**src/rtl/seg7_pkg.sv**
```systemverilog
// Shared constants and types for the scanned 7-segment capture block.
// Segment patterns are {a,b,c,d,e,f,g}, active-high.
package seg7_pkg;

    localparam logic [6:0] SEG_0 = 7'h7E;
    localparam logic [6:0] SEG_1 = 7'h30;
    localparam logic [6:0] SEG_2 = 7'h6D;
    localparam logic [6:0] SEG_3 = 7'h79;
    localparam logic [6:0] SEG_4 = 7'h33;
    localparam logic [6:0] SEG_5 = 7'h5B;
    localparam logic [6:0] SEG_6 = 7'h5F;
    localparam logic [6:0] SEG_7 = 7'h70;
    localparam logic [6:0] SEG_8 = 7'h7F;
    localparam logic [6:0] SEG_9 = 7'h7B;

    localparam logic [3:0] BCD_INVALID = 4'hF;

    typedef enum logic [1:0] {
        IDLE,
        TRACK,
        HOLD
    } state_t;

endpackage

```
**src/rtl/seg2bcd.sv**
```systemverilog
// Combinational 7-segment pattern to BCD lookup.
// Ports: seg (pattern in), bcd (digit or 4'hF), inv (pattern not a digit).
module seg2bcd
    import seg7_pkg::*;
(
    input  logic [6:0] seg,
    output logic [3:0] bcd,
    output logic       inv
);

    always_comb begin
        bcd = BCD_INVALID;
        inv = 1'b0;
        unique case (1'b1)
            (seg == SEG_0): bcd = 4'd0;
            (seg == SEG_1): bcd = 4'd1;
            (seg == SEG_2): bcd = 4'd2;
            (seg == SEG_3): bcd = 4'd3;
            (seg == SEG_4): bcd = 4'd4;
            (seg == SEG_5): bcd = 4'd5;
            (seg == SEG_6): bcd = 4'd6;
            (seg == SEG_7): bcd = 4'd7;
            (seg == SEG_8): bcd = 4'd8;
            (seg == SEG_9): bcd = 4'd9;
            default: begin
                bcd = BCD_INVALID;
                inv = 1'b1;
            end
        endcase
    end

endmodule

```
**src/rtl/decodificador_7seg.sv**
```systemverilog
// Captures a scanned multi-digit 7-segment display into a BCD word.
// Ports: clk, rst_n, seg_i, dig_en_i in; bcd_o, valid_o, err_o, digit_err_o out.
module decodificador_7seg
    import seg7_pkg::*;
#(
    parameter int NDIG   = 4,
    parameter int STABLE = 3
) (
    input  logic                clk,
    input  logic                rst_n,
    input  logic [6:0]          seg_i,
    input  logic [NDIG-1:0]     dig_en_i,
    output logic [4*NDIG-1:0]   bcd_o,
    output logic                valid_o,
    output logic                err_o,
    output logic [NDIG-1:0]     digit_err_o
);

    localparam logic [3:0] ST = 4'(STABLE);

    logic [6:0]        smp_seg;
    logic [NDIG-1:0]   smp_dig;
    logic [6:0]        prv_seg;
    logic [NDIG-1:0]   prv_dig;
    state_t            state;
    state_t            nxt_state;
    logic [3:0]        cnt;
    logic [3:0]        nxt_cnt;
    logic [NDIG-1:0]   seen;
    logic [4*NDIG-1:0] sh_bcd;
    logic [NDIG-1:0]   sh_err;
    logic [4*NDIG-1:0] mrg_bcd;
    logic [NDIG-1:0]   mrg_err;
    logic [3:0]        dec_bcd;
    logic              dec_inv;
    logic              vld;
    logic              same;
    logic              cap;
    logic              full;

    seg2bcd u_dec (
        .seg (smp_seg),
        .bcd (dec_bcd),
        .inv (dec_inv)
    );

    // Only a one-hot strobe identifies a digit; anything else is a gap.
    assign vld  = (smp_dig != '0) &&
                  ((smp_dig & (smp_dig - 1'b1)) == '0);
    assign same = (smp_seg == prv_seg) && (smp_dig == prv_dig);
    assign full = &(seen | smp_dig);

    always_comb begin
        nxt_state = state;
        nxt_cnt   = cnt;
        cap       = 1'b0;
        if (!vld) begin
            nxt_state = IDLE;
            nxt_cnt   = 4'd0;
        end else if (state == TRACK && same) begin
            if (cnt < ST)
                nxt_cnt = cnt + 4'd1;
        end else if (state == HOLD && same) begin
            nxt_state = HOLD;
        end else begin
            nxt_state = TRACK;
            nxt_cnt   = 4'd1;
        end
        // Dwell long enough: capture once, then park in HOLD.
        if (vld && nxt_state == TRACK && nxt_cnt == ST) begin
            cap       = 1'b1;
            nxt_state = HOLD;
        end
    end

    // Shadow with the digit being captured merged in.
    always_comb begin
        mrg_bcd = sh_bcd;
        mrg_err = sh_err;
        for (int i = 0; i < NDIG; i++) begin
            if (smp_dig[i]) begin
                mrg_bcd[4*i +: 4] = dec_bcd;
                mrg_err[i]        = dec_inv;
            end
        end
    end

    always_ff @(posedge clk or negedge rst_n) begin
        if (!rst_n) begin
            smp_seg     <= '0;
            smp_dig     <= '0;
            prv_seg     <= '0;
            prv_dig     <= '0;
            state       <= IDLE;
            cnt         <= '0;
            seen        <= '0;
            sh_bcd      <= '0;
            sh_err      <= '0;
            bcd_o       <= '0;
            digit_err_o <= '0;
            err_o       <= 1'b0;
            valid_o     <= 1'b0;
        end else begin
            smp_seg <= seg_i;
            smp_dig <= dig_en_i;
            prv_seg <= smp_seg;
            prv_dig <= smp_dig;
            state   <= nxt_state;
            cnt     <= nxt_cnt;
            valid_o <= 1'b0;
            if (cap) begin
                if (full) begin
                    bcd_o       <= mrg_bcd;
                    digit_err_o <= mrg_err;
                    err_o       <= |mrg_err;
                    valid_o     <= 1'b1;
                    seen        <= '0;
                end else begin
                    sh_bcd <= mrg_bcd;
                    sh_err <= mrg_err;
                    seen   <= seen | smp_dig;
                end
            end
        end
    end

endmodule

```
**config.mk**
```make
export PLATFORM = sky130hd
export DESIGN_NAME = decodificador_7seg
export DESIGN_NICKNAME = d
export VERILOG_FILES = /design/src/rtl/seg7_pkg.sv /design/src/rtl/seg2bcd.sv /design/src/rtl/decodificador_7seg.sv
export SDC_FILE = /design/constraint.sdc
export NUM_CORES = 1
export LEC_CHECK = 0
export CAP_MARGIN = 20
export CORE_UTILIZATION = 45
export DETAILED_ROUTE_END_ITERATION = 7
export MAX_ROUTING_LAYER = met4
export PLACE_DENSITY = 0.73
export SLEW_MARGIN = 20
export SYNTH_ARGS = -nofsm -noshare
export SYNTH_HDL_FRONTEND = slang
export SYNTH_SLANG_ARGS = --single-unit
```
**constraint.sdc**
```tcl
create_clock -name clk -period 5.2 [get_ports clk]
set_clock_uncertainty 0.05 [all_clocks]
set_input_delay 1.04 -clock clk [delete_from_list [all_inputs] [get_ports clk]]
set_output_delay 1.04 -clock clk [all_outputs]
set_load 0.1 [all_outputs]
```
==> flow_metrics.py <==
metrics = {
    "status": {
        "outcome": "finished clean",
    },
    "yosys": {
        "syn_nets": 276,
        "ys.warnings.count": 0,
        "synth_area_mm2": 0.00338,
        "syn-instance-count": 262,
        "ys.flop_type": "dfrtp_1",
        "synth_area_per_cell_um2": 12.9,
        "synth-seq-cells": 74,
        "synth-seq-area-share_pct": 54.8,
        "synth_cell_types": 46,
        "synth_edf_count": 0,
        "async_reset_ff_share_pct": 100,
    },
    "timing": {
        "rsz0062_at_grt": "no",
        "fin_setup_tns_ns": 0,
        "tightest_slew_ns": 0.969,
        "slew_headroom_pct": 35.2,
        "final-setup-viol-count": 0,
        "post-route-period-util_pct": 57.1,
        "timing.fmax_mhz": 337,
        "finalHoldViolations": 0,
        "period_needed_ns": 2.97,
        "slew_viol_final": 0,
        "hold_ws_ns": 0.449,
    },
    "global_routing": {
        "track_usage_pct": 17.5,
        "grt_overflow": 0,
        "grt_pass1_vias": 2041,
        "antenna_found_initial": 0,
        "grt_pass1_wl_mm": 9.95,
        "grt_max_degree": 40,
    },
    "clock_network": {
        "ctsHtreeMaxLevel": 3,
        "path_clk_slew_ns": 0.07,
        "cts_resized": 0,
        "cts_tree": "yes",
        "cts.hold.buffers_added": 0,
        "cts_buffer_depth": 2,
        "clock_sinks": 74,
        "cts-buffers-inserted": 9,
        "clk_latency_ns": 0.34,
        "postCtsSetupBuffers": 0,
        "root_buffer": "clkbuf_8",
    },
    "route": {
        "viasPerCell": 5.27,
        "dr_wl_met2_mm": 2.81,
        "wl_met3_um": 216,
        "via_count": 2104,
        "drtIter0Drc": 120,
        "wl_per_cell_um": 14.7,
        "wl_met1_mm": 2.75,
        "antenna_left": 0,
        "drc": 0,
        "wirelength_mm": 5.86,
        "dr.pass1.iters": 4,
        "top_layer": "met4",
    },
    "floorplan": {
        "num_io_pins": 35,
        "fp.dieW_um": 88.6,
        "initial_core_util_pct": 46.6,
        "core_mm2": 0.00725,
        "row_count": 31,
        "die_y_um": 88.6,
        "die_area_mm2": 0.00786,
    },
    "setup_path": {
        "r2r_slack_ns": 2.23,
        "rr_worst_depth": 7,
        "crit_type": "flop to flop",
        "crit_path_start": "cnt[0]",
        "r2r_start": "cnt[0]",
        "timing.rr.end": "bcd_o[2]",
        "path_max_fanout": 25,
        "cp-end-kind": "flop",
        "worstSetupStartpointType": "flop",
        "worst_ep_arrival_time_ns": 3.14,
        "crit_path_end": "bcd_o[2]",
        "crit_required_ns": 5.37,
    },
    "pwr": {
        "p_leak_nw": 1.73,
        "ir_drop_mv": 0.152,
        "p_per_area_mw_per_mm2": 266,
    },
    "cells_and_area": {
        "areaGrowthSynthToFinish_pct": 16.2,
        "final_util_pct": 54.1,
        "drive_above_1_share_pct": 25.3,
        "fin_area_mm2": 0.00393,
        "fin_nets": 311,
        "antenna_cells": 0,
        "fill_cells": 630,
    },
    "place": {
        "io_buffers": 34,
        "place_hpwl_mm": 4.01,
        "gp_congestion": 0.861,
        "placed_area_mm2": 0.00377,
    },
    "worst_hold_path": {
        "hold_path_class": "flop to flop",
    },
    "flow_run": {
        "max_cap_viol_count": 0,
    },
}
==> where the power goes <==
group | total, mW | internal [mW] | switching (mW)
registers | 0.604 | 0.585 | 0.0183
clock network | 0.373 | 0.179 | 0.194
logic | 0.0663 | 0.0330 | 0.0332
total | 1.04 | 0.798 | 0.245
==> cells in the final DEF (no fill, tap or decap), types with 2 or more instances in the layout <==
master and count:
clkbuf_8 10, nor3_1 6, a21oi_1 15, nand3b_1 2, mux2_4 7, a31oi_1 4
inv_1 12, nand4_1 7, or3b_2 2, nand3_1 2, o221ai_1 2, buf_4 4
nand2b_1 2, mux2_2 41, nor4b_1 2, or4_1 2, clkinv_2 2, and2_1 3
xor2_1 2, nor2_1 7, xnor2_1 11, nor2b_1 6, o22ai_1 3, mux2i_1 10
nand2_1 7, a2111oi_0 2, clkdlybuf4s50_1 33, or2_2 2, dfrtp_1 74
==> per-layer routing <==
layer / vias to the layer above / GRT usage, %
li1: 1005 / -
met1: 1048 / 22.7
met2: 42 / 26.5
met3: 9 / 4.48
met4: 0 / 6.45
met5: - / -
==> worst max-delay path, cell delays in order, from the launching register on <==
cell and delay, ns:
dfrtp_1 0.43, ha_1 0.31, or3b_4 0.39, a2111oi_4 0.65, inv_4 0.08, nor3b_4 0.19, buf_4 0.37, mux2_2 0.38
==> Yosys cell counts (3+ instances only) <==
master | number | area share [%]
mux2i_1 | 10 | 3.0
o22ai_1 | 3 | 0.56
nor2_1 | 7 | 0.78
mux2_2 | 41 | 14
nand4_1 | 7 | 1.3
a21oi_1 | 15 | 2.2
dfrtp_1 | 74 | 55
clkbuf_1 | 7 | 0.78
inv_1 | 12 | 1.3
xnor2_1 | 11 | 2.9
a31oi_1 | 4 | 0.74
nand2_1 | 7 | 0.78
nor3_1 | 6 | 0.89
mux2_4 | 7 | 3.1
nor2b_1 | 6 | 1.1
and2_1 | 3 | 0.56
==> metrics by stage <==
step / cells / power (mW) / setup WS (ns)
after floorplan: 262 / 0.653 / 2.41
final: 399 / 1.04 / 2.23
after CTS: 399 / 1.05 / 2.20
after detailed placement: 385 / 0.682 / 2.21
after global placement: 385 / 0.680 / 2.26
after global routing: 399 / 1.09 / 2.04
==> state kept, by name, indices dropped and copies added, names as in the netlist, 4 cells and up <==
signal and flops:
bcd_o 16, sh_bcd 16, prv_seg 7, smp_seg 7, cnt 4, digit_err_o 4, prv_dig 4, seen 4
sh_err 4, smp_dig 4
==> layout make-up <==
type | count | area (µm²) | area share (%)
tap | 99 | 124 | 3.15
clock inverter | 3 | 17.5 | 0.446
sequential | 74 | 1850 | 47.2
inverter | 13 | 51.3 | 1.31
timing repair buffer | 38 | 365 | 9.31
multi-input combinational | 161 | 1380 | 35.0
clock buffer | 11 | 141 | 3.60
==> logic make-up (layout without fill, tap and decap cells) <==
logic type / after synthesis / in the layout / synth area share, %
fa+ha+maj: 1 / 1 / 0.370
simple gates: 57 / 57 / 10.7
buf+inv: 27 / 65 / 4.48
xor+xnor: 13 / 13 / 3.37
compound gates: 32 / 32 / 6.56
mux: 58 / 58 / 19.7
flops: 74 / 74 / 54.8
==> worst min path at each step <==
stage                     slack [ns]  startpoint          to  depth (start not counted)
final                           0.45   sh_err[3]   sh_err[3]                          1
after global routing            0.47   sh_bcd[3]   sh_bcd[3]                          1
after CTS                       0.45   sh_err[2]   sh_err[2]                          1
after detailed placement        0.44   sh_err[3]   sh_err[3]                          1
after global placement          0.43   sh_err[2]   sh_err[2]                          1
after floorplan                 0.30  smp_dig[3]  prv_dig[3]                          0
Note: power is estimated with default switching activity, not from simulation.
